==> src/rtl/mux8_arb_pkg.sv <==
// rtl/mux8_arb_pkg.sv - state type, sizes and round-robin pick function for mux8_rr_arbiter
package mux8_arb_pkg;

  localparam int NUM_REQ = 8;
  localparam int SEL_W   = 3;

  typedef enum logic {
    IDLE,
    GRANT
  } state_t;

  typedef struct packed {
    logic             found;
    logic [SEL_W-1:0] idx;
  } pick_t;

  function automatic pick_t rr_pick(input logic [NUM_REQ-1:0] req,
                                    input logic [SEL_W-1:0]   ptr);
    pick_t            p;
    logic [SEL_W-1:0] k;
    p = '0;
    // Scan from the far end so the candidate nearest ptr is written last and wins.
    for (int i = NUM_REQ - 1; i >= 0; i--) begin
      k = ptr + SEL_W'(i);
      if (req[k]) begin
        p.found = 1'b1;
        p.idx   = k;
      end
    end
    return p;
  endfunction

endpackage

==> src/rtl/mux_8NtoN.sv <==
// rtl/mux_8NtoN.sv - parametrizable 8:1 N-bit mux with enable, output forced to 0 when disabled
module mux_8NtoN #(
  parameter int N = 32
) (
  input  logic           rst,
  input  logic           en,
  input  logic [2:0]     sel,
  input  logic [8*N-1:0] din,
  output logic [N-1:0]   dout
);

  always_comb begin
    dout = '0;
    if (rst && en) begin
      dout = din[sel*N +: N];
    end
  end

endmodule

==> src/rtl/mux8_rr_arbiter.sv <==
// rtl/mux8_rr_arbiter.sv - 8-way round-robin burst arbiter over a shared N-bit mux
// Optional forced release on stall timeout when ARB_TIMEOUT_EN is defined.
module mux8_rr_arbiter
  import mux8_arb_pkg::*;
#(
  parameter int N       = 32,
  parameter int TIMEOUT = 16
) (
  input  logic                 clk,
  input  logic                 rst,
  input  logic [NUM_REQ-1:0]   req_i,
  input  logic [NUM_REQ-1:0]   last_i,
  input  logic [NUM_REQ*N-1:0] data_i,
  input  logic                 ready_i,
  output logic                 valid_o,
  output logic [N-1:0]         data_o,
  output logic [NUM_REQ-1:0]   ready_o,
  output logic [NUM_REQ-1:0]   gnt_o,
  output logic [SEL_W-1:0]     sel_o,
  output logic                 busy_o,
  output logic                 timeout_o
);

  state_t             state_q, state_d;
  logic [NUM_REQ-1:0] gnt_q, gnt_d;
  logic [SEL_W-1:0]   sel_q, sel_d;
  logic [SEL_W-1:0]   ptr_q, ptr_d;
  logic [SEL_W-1:0]   scan_ptr;
  logic               xfer;
  logic               rel;
  logic               force_rel;
  pick_t              pick;

  assign busy_o  = (state_q == GRANT);
  assign gnt_o   = gnt_q;
  assign sel_o   = sel_q;
  assign valid_o = busy_o & req_i[sel_q];
  assign ready_o = gnt_q & {NUM_REQ{ready_i}};
  assign xfer    = valid_o & ready_i;
  assign rel     = (xfer & last_i[sel_q]) | force_rel;

`ifdef ARB_TIMEOUT_EN
  localparam int CNT_W = $clog2(TIMEOUT) + 1;

  logic [CNT_W-1:0] stall_q, stall_d;

  // Fires on the TIMEOUT-th consecutive stalled grant cycle.
  assign force_rel = busy_o & ~xfer & (stall_q == CNT_W'(TIMEOUT - 1));
  assign timeout_o = force_rel;

  always_comb begin
    stall_d = stall_q + CNT_W'(1);
    if (!busy_o || rel || xfer) begin
      stall_d = '0;
    end
  end

  always_ff @(posedge clk or negedge rst) begin
    if (!rst) begin
      stall_q <= '0;
    end else begin
      stall_q <= stall_d;
    end
  end
`else
  assign force_rel = 1'b0;
  assign timeout_o = 1'b0 & (TIMEOUT > 0);
`endif

  always_comb begin
    state_d  = state_q;
    gnt_d    = gnt_q;
    sel_d    = sel_q;
    ptr_d    = ptr_q;
    scan_ptr = ptr_q;
    if (busy_o && rel) begin
      scan_ptr = sel_q + SEL_W'(1);
    end
    pick = rr_pick(req_i, scan_ptr);
    // Arbitrate from IDLE, or re-arbitrate in the release cycle for a zero-bubble handover.
    if (!busy_o || rel) begin
      ptr_d = scan_ptr;
      if (pick.found) begin
        state_d = GRANT;
        gnt_d   = NUM_REQ'(1) << pick.idx;
        sel_d   = pick.idx;
      end else begin
        state_d = IDLE;
        gnt_d   = '0;
        sel_d   = '0;
      end
    end
  end

  always_ff @(posedge clk or negedge rst) begin
    if (!rst) begin
      state_q <= IDLE;
      gnt_q   <= '0;
      sel_q   <= '0;
      ptr_q   <= '0;
    end else begin
      state_q <= state_d;
      gnt_q   <= gnt_d;
      sel_q   <= sel_d;
      ptr_q   <= ptr_d;
    end
  end

  mux_8NtoN #(
    .N (N)
  ) u_mux (
    .rst  (1'b1),
    .en   (busy_o),
    .sel  (sel_q),
    .din  (data_i),
    .dout (data_o)
  );

endmodule

==> config.mk <==
export PLATFORM = sky130hd
export DESIGN_NAME = mux8_rr_arbiter
export DESIGN_NICKNAME = d
export VERILOG_FILES = /design/src/rtl/mux8_arb_pkg.sv /design/src/rtl/mux_8NtoN.sv /design/src/rtl/mux8_rr_arbiter.sv
export SDC_FILE = /design/constraint.sdc
export NUM_CORES = 1
export LEC_CHECK = 0
export CAP_MARGIN = 20
export CORE_AREA = 3 3 125 127
export CTS_CLUSTER_SIZE = 24
export DETAILED_ROUTE_END_ITERATION = 12
export DIE_AREA = 0 0 128 130
export PLACE_DENSITY = 0.72
export SLEW_MARGIN = 0
export SYNTH_ARGS = -nofsm -noshare
export SYNTH_HDL_FRONTEND = slang
export SYNTH_SLANG_ARGS = --single-unit
==> constraint.sdc <==
create_clock -name clk -period 7.9 [get_ports clk]
set_input_delay 2.37 -clock clk [delete_from_list [all_inputs] [get_ports clk]]
set_output_delay 2.37 -clock clk [all_outputs]
set_load 0.02 [all_outputs]
Word-level counts from Yosys, hierarchy flattened:

Cells that the tools add are included.
W data, S select, Z words.

* add/subtract/negate cells: 8
* order comparisons: 9
* shift-type cells: 2
* muxes and demuxes: 33
* bitwise operators: 4
* reductions and logical operators: 3

Operator list (count)
* $shiftx A256 B9 Y32: 1
* $lt A3 B4 Y1 const B: 9
* $mux W32: 1
* $mux W4: 8
* $bmux W1 S3: 10
* $add A3 B3 Y3 const B: 4
* $mux W1: 11
* $and A8 B8 Y8: 1
* $mux W8: 1
* $shl A1 B3 Y8 const A: 1
* $add A3 B1 Y3 const B: 2
* $add A3 B2 Y3 const B: 2
* $mux W3: 2
* $and A1 B1 Y1: 3
* $logic_and A1 B1 Y1: 1
* $logic_not A1 Y1: 1
* $logic_or A1 B1 Y1: 1

* flip-flop bits (word level): 15
* input port bits: 275
* output and inout port bits: 54
* word-level logic and storage cells: 63

Logic depth before layout (Yosys ltp):

* word-level depth: 20
* gate-level depth with buffers: 21
* depth with buffers taken out: 17

Cells and area by module:

From an unflattened synthesis, not the netlist that was laid out.

* cells, all modules: 520
* area total of the unflattened synthesis: 4369.2 sq um

Modules (own cells, without submodules)
* mux_8NtoN: times used 1, cells an instance 255, area each 2218.4 sq um, sequential area each 0.0 sq um
* mux8_rr_arbiter: times used 1, cells an instance 265, area each 2150.8 sq um, sequential area each 375.4 sq um

Worst setup path before layout:

No wires, ideal clock.

* path type: input port to flip-flop
* start point: input last_i[6]
* end point: register gnt_q[6], in the netlist gnt_o[6]
* library setup time: 0.121 ns
* arrival time: 5.902 ns
* data required time: 7.779 ns
* setup slack: 1.877 ns
* cell stages on the path: 15
* path buffers: 2
* cell sequence: mux4_2 > o2111a_1 > buf_6 > nand3_1 > nand2_1 > clkbuf_1 > ha_1 > or4_1 > nand3_2 > mux2_1 > o31ai_1 > a32o_2 > o221ai_4 > nor2b_2 > a22o_1

* cells in the longest elaborated chain, start to end: 18
* elaborated cells between the ends (all ways): 39
* classes of those cells: add/sub: 7; shift: 1; mux: 28; bitwise: 1; reduce/logical: 2

RTL lines
* start: declaration: line mux8_rr_arbiter.sv:12 `input logic [NUM_REQ-1:0] last_i,`
* $bmux W1 S3 (*): line mux8_rr_arbiter.sv:40 `assign rel = (xfer & last_i[sel_q]) | force_rel;`
* $mux W1 (implied by the code) (*): line mux8_rr_arbiter.sv:40
* $and A1 B1 Y1 (*): line mux8_rr_arbiter.sv:40
* $logic_and A1 B1 Y1 (*): line mux8_rr_arbiter.sv:76 `if (busy_o && rel) begin`
* $mux W3 (*): line mux8_rr_arbiter.sv:76
* via scan_ptr[1]: line mux8_rr_arbiter.sv:28 `logic [SEL_W-1:0] scan_ptr;`
* $add A3 B3 Y3: line mux8_arb_pkg.sv:24 `k = ptr + SEL_W'(i);`
* $bmux W1 S3: line mux8_arb_pkg.sv:25 `if (req[k]) begin`
* $mux W1 (implied by the code): line mux8_arb_pkg.sv:25
* $mux W4 (7 in a row): line mux8_arb_pkg.sv:25
* $mux W4 (*): line mux8_arb_pkg.sv:25
* $shl A1 B3 Y8: line mux8_rr_arbiter.sv:85 `gnt_d = NUM_REQ'(1) << pick.idx;`
* $mux W8 (*): line mux8_rr_arbiter.sv:83 `if (pick.found) begin`
* end signal: assignment: line mux8_rr_arbiter.sv:103 `gnt_q <= gnt_d;`
* end: declaration: line mux8_rr_arbiter.sv:25 `logic [NUM_REQ-1:0] gnt_q, gnt_d;`

The timed path passes the listed nets; every way through them passes the cells marked *. The select of a mux whose other input is x is not followed.
A chain may end at the register's enable or synchronous reset.

Worst setup path after layout:

* start point: input req_i[4]
* end point: register gnt_q[3], in the netlist gnt_o[3]

* cells in the longest elaborated chain, start to end: 20
* elaborated cells between the ends (all ways): 41
* classes of those cells: add/sub: 7; shift: 1; mux: 28; bitwise: 3; reduce/logical: 2

RTL lines
* start: declaration: line mux8_rr_arbiter.sv:11 `input logic [NUM_REQ-1:0] req_i,`
* $bmux W1 S3: line mux8_rr_arbiter.sv:37 `assign valid_o = busy_o & req_i[sel_q];`
* $mux W1 (implied by the code): line mux8_rr_arbiter.sv:37
* $and A1 B1 Y1: line mux8_rr_arbiter.sv:37
* $and A1 B1 Y1: line mux8_rr_arbiter.sv:39 `assign xfer = valid_o & ready_i;`
* $and A1 B1 Y1: line mux8_rr_arbiter.sv:40
* $logic_and A1 B1 Y1: line mux8_rr_arbiter.sv:76
* $mux W3: line mux8_rr_arbiter.sv:76
* $add A3 B3 Y3: line mux8_arb_pkg.sv:24
* $bmux W1 S3: line mux8_arb_pkg.sv:25
* $mux W1 (implied by the code): line mux8_arb_pkg.sv:25
* $mux W4 (8 in a row): line mux8_arb_pkg.sv:25
* $shl A1 B3 Y8: line mux8_rr_arbiter.sv:85
* $mux W8: line mux8_rr_arbiter.sv:83

Several ways; a longest one is shown, not always the timed one. The select of a mux whose other input is x is not followed.

==> flow_summary_export.csv <==
group,metric,value,unit
synthesis,ys.flop_type,"dfrtp_1",
global_route,grt_pass1_wl,31400,um
floorplanning,chipWidth,128,um
worst_setup_path,worst_ep_arrival_time,7220,ps
clock_network,clockBufferDepth,2,
drt,drt_wl_total,21900,um
worst_setup_path,slowest_delay,660,ps
drt,vias,5031,
run,cap_viol_max_count,0,
floorplanning,num_rows,44,
clock_network,htree_num_levels,1,
clock_network,cts.clk_slew.worst_paths,50,ps
drt,drcViolationCount,0,
worst_setup_path,crit_type,"in -> reg",
power_and_ir_drop,ir_drop,0.189,mV
global_route,grt_pass1_vias,5318,
synthesis,synth_nets,708,
drt,post_drt_wl_per_cell,24.1,um
power_and_ir_drop,power,3110,uW
sta,tightest_slew,867,ps
floorplanning,fp.dieH,130,um
floorplanning,ioPinCount,329,
worst_setup_path,cp-end-kind,"flop",
clock_network,insertion_delay,250,ps
global_route,grt_use_total,24.6,%
global_route,grt_overflow_total,0,
worst_setup_path,ff2ff_setup_slack,2210,ps
synthesis,synthDistinctLibCells,82,
placed_design,place_hpwl,18800,um
hold_path,worstHoldStart,"gnt_o[3]",
placed_design,portBuffers,327,
clock_network,cts_resized,0,
drt,drt_iter0_drc,231,
clock_network,cts_tree,"built",
worst_setup_path,crit_required,8020,ps
run_status,status,"complete, no violations",
floorplanning,start_util,30.1,%
placed_design,dp_cells,905,
worst_setup_path,critical_path.max_fanout,16,
clock_network,numClockSinks,15,
worst_setup_path,r2r-start,"sel_o[0]",
final_layout,area_growth,78.2,%
sta,drv_slew,0,
sta,min_period,7100,ps
synthesis,avgSynthCellArea,10.2,um2
drt,vias_per_cell,5.52,
floorplanning,die_area,16600,um2
placed_design,place.gp.congestion,0.899,
floorplanning,core,14500,um2
synthesis,ys_seq_area_share,8.58,%
sta,setup_viol,0,
clock_network,postCtsSetupBuffers,0,
worst_setup_path,path_cells,"clkdlybuf4s50_1 > mux4_2 > nor2_1 > or3_4 > clkinv_4 > nand3_1 > nand2_1 > inv_2 > ha_1 > mux2i_1 > o21ai_0 > a311oi_1 > o32ai_2 > a211oi_2 > o21ai_0 > nand3_1 > o21ai_1",
clock_network,cts_buffers,3,
worst_setup_path,start_kind,"input pin",
global_route,grt_max_degree,50,
power_and_ir_drop,power_density,399,nW/um2
clock_network,cts-root-buf,"clkbuf_16",
worst_setup_path,cpMaxStageDelayCell,"ha_1",
worst_setup_path,startpoint,"req_i[4]",
sta,fin_setup_tns,0,ps
placed_design,dp_slack,602,ps
sta,finalHoldViolCount,0,
synthesis,syn_area,4380,um2
sta,max-slew-margin-rel,42.2,%
drt,first_pass_iters,4,
sta,fin_crit_sh,89.9,%
power_and_ir_drop,p_leak,0.00280,uW
synthesis,synth-seq-cells,15,
hold_path,hold_path.class,"reg -> reg",
synthesis,async_flop_share,100,%
sta,fin_ws,797,ps
final_layout,final_cell_count_no_fill,911,
sta,fin_skew,1.33,ps
clock_network,holdBufCountCts,0,
sta,max_freq,0.141,GHz
synthesis,synth_warnings,0,
final_layout,drive_gt1_share,16.8,%
synthesis,syn_inst,430,
synthesis,synth-edff-count,0,
drt,antenna_left,0,
final_layout,nNetsFinal,1004,
sta,rsz0062_at_grt,"false",
global_route,antenna_found_initial,2,
[critical path, delay by kind of cell]
| family | cells | cell delay, ps |
|---|---|---|
| AO/OA/AOI/OAI | 6 | 1340 |
| AND/OR/NAND/NOR | 5 | 1320 |
| buffers and inverters | 3 | 990 |
| adder cells (fa/ha/maj) | 1 | 660 |
| multiplexers | 2 | 530 |
[synth_stat cells, drive strengths merged, types with 10 or more instances]
cell / instances / area (um2)
and2: 15 / 98.9
buf: 23 / 144
clkbuf: 18 / 67.6
dfrtp: 15 / 375
mux2i: 48 / 500
mux4: 66 / 1490
nand2: 53 / 201
nand3: 12 / 65.1
nor2: 10 / 55.1
nor2b: 40 / 253
o21ai: 18 / 90.1
[path summary, 6_finish.rpt]
path / cells past startpoint / end
min in group asynchronous: 1 / gnt_o[2]
worst min-delay path: 2 / gnt_o[3]
worst min register to register: 2 / gnt_o[3]
worst max register to register: 17 / gnt_o[3]
max in group asynchronous: 1 / sel_o[0]
worst max-delay path: 17 / gnt_o[3]
[power breakdown]
group | internal, uW | switching (uW)
clock | 68.3 | 35.9
combinational | 1300 | 1470
sequential | 105 | 126
total | 1480 | 1630
[per-stage QoR]
step / cell area [um2] / utilization, % / hold slack (ps)
floorplan: 4380 / - / 557
global placement: 7710 / 53.1 / 509
detailed placement: 7710 / 53.1 / 516
CTS: 7790 / 53.6 / 528
global route: 7800 / 53.7 / 547
finish: 7800 / 53.7 / 529
[area by class of cell]
type | instances | area (um2)
tap | 184 | 230
multi-input combinational | 367 | 3740
inverter | 7 | 43.8
fill | 1317 | 6740
sequential | 15 | 382
clock inverter | 1 | 7.51
antenna | 2 | 5.00
timing repair buffer | 332 | 3310
clock buffer | 3 | 75.1
[kinds of logic after synthesis]
family / share of synthesized area, %
AND/OR/NAND/NOR: 19.0
other: 0.0857
adder cells (fa/ha/maj): 0.858
buffers and inverters: 5.83
multiplexers: 47.5
flip-flops: 8.58
AO/OA/AOI/OAI: 17.5
XOR/XNOR: 0.601
[metal layers]
| metal | track usage [%] | part of all wire [%] |
|---|---|---|
| met5 | 0 | 0 |
| met4 | 6.49 | 2.6 |
| met3 | 3.60 | 5.3 |
| met2 | 48.4 | 57 |
| met1 | 27.4 | 35 |
[layout by cell type, fill, tap and decap left out, types with 3 or more instances in the layout]
cell             instances
nor2_1                   7
ha_1                     3
o211ai_1                 3
a211oi_1                 4
mux2_2                   6
nand2b_1                 8
buf_4                    5
nor3_1                   3
o21ai_1                  7
and2_1                  13
nand3_1                 11
nor3b_1                  3
mux4_2                  66
a311oi_2                 3
clkbuf_16                3
a211oi_2                 4
o21ai_0                 11
o22ai_1                  4
nand2_1                 52
dfrtp_1                 12
inv_1                    3
clkdlybuf4s50_1        327
a22oi_1                  3
mux2i_1                 45
a22o_1                   7
nand4_1                  3
a21oi_1                  4
nor2b_1                 39
a211o_1                  3
[registers in the layout, indices dropped and copies added, names as in the netlist]
name / flops
gnt_o: 8
ptr_q: 3
sel_o: 3
busy_o: 1
No activity file was read; power rests on OpenSTA's default activity.
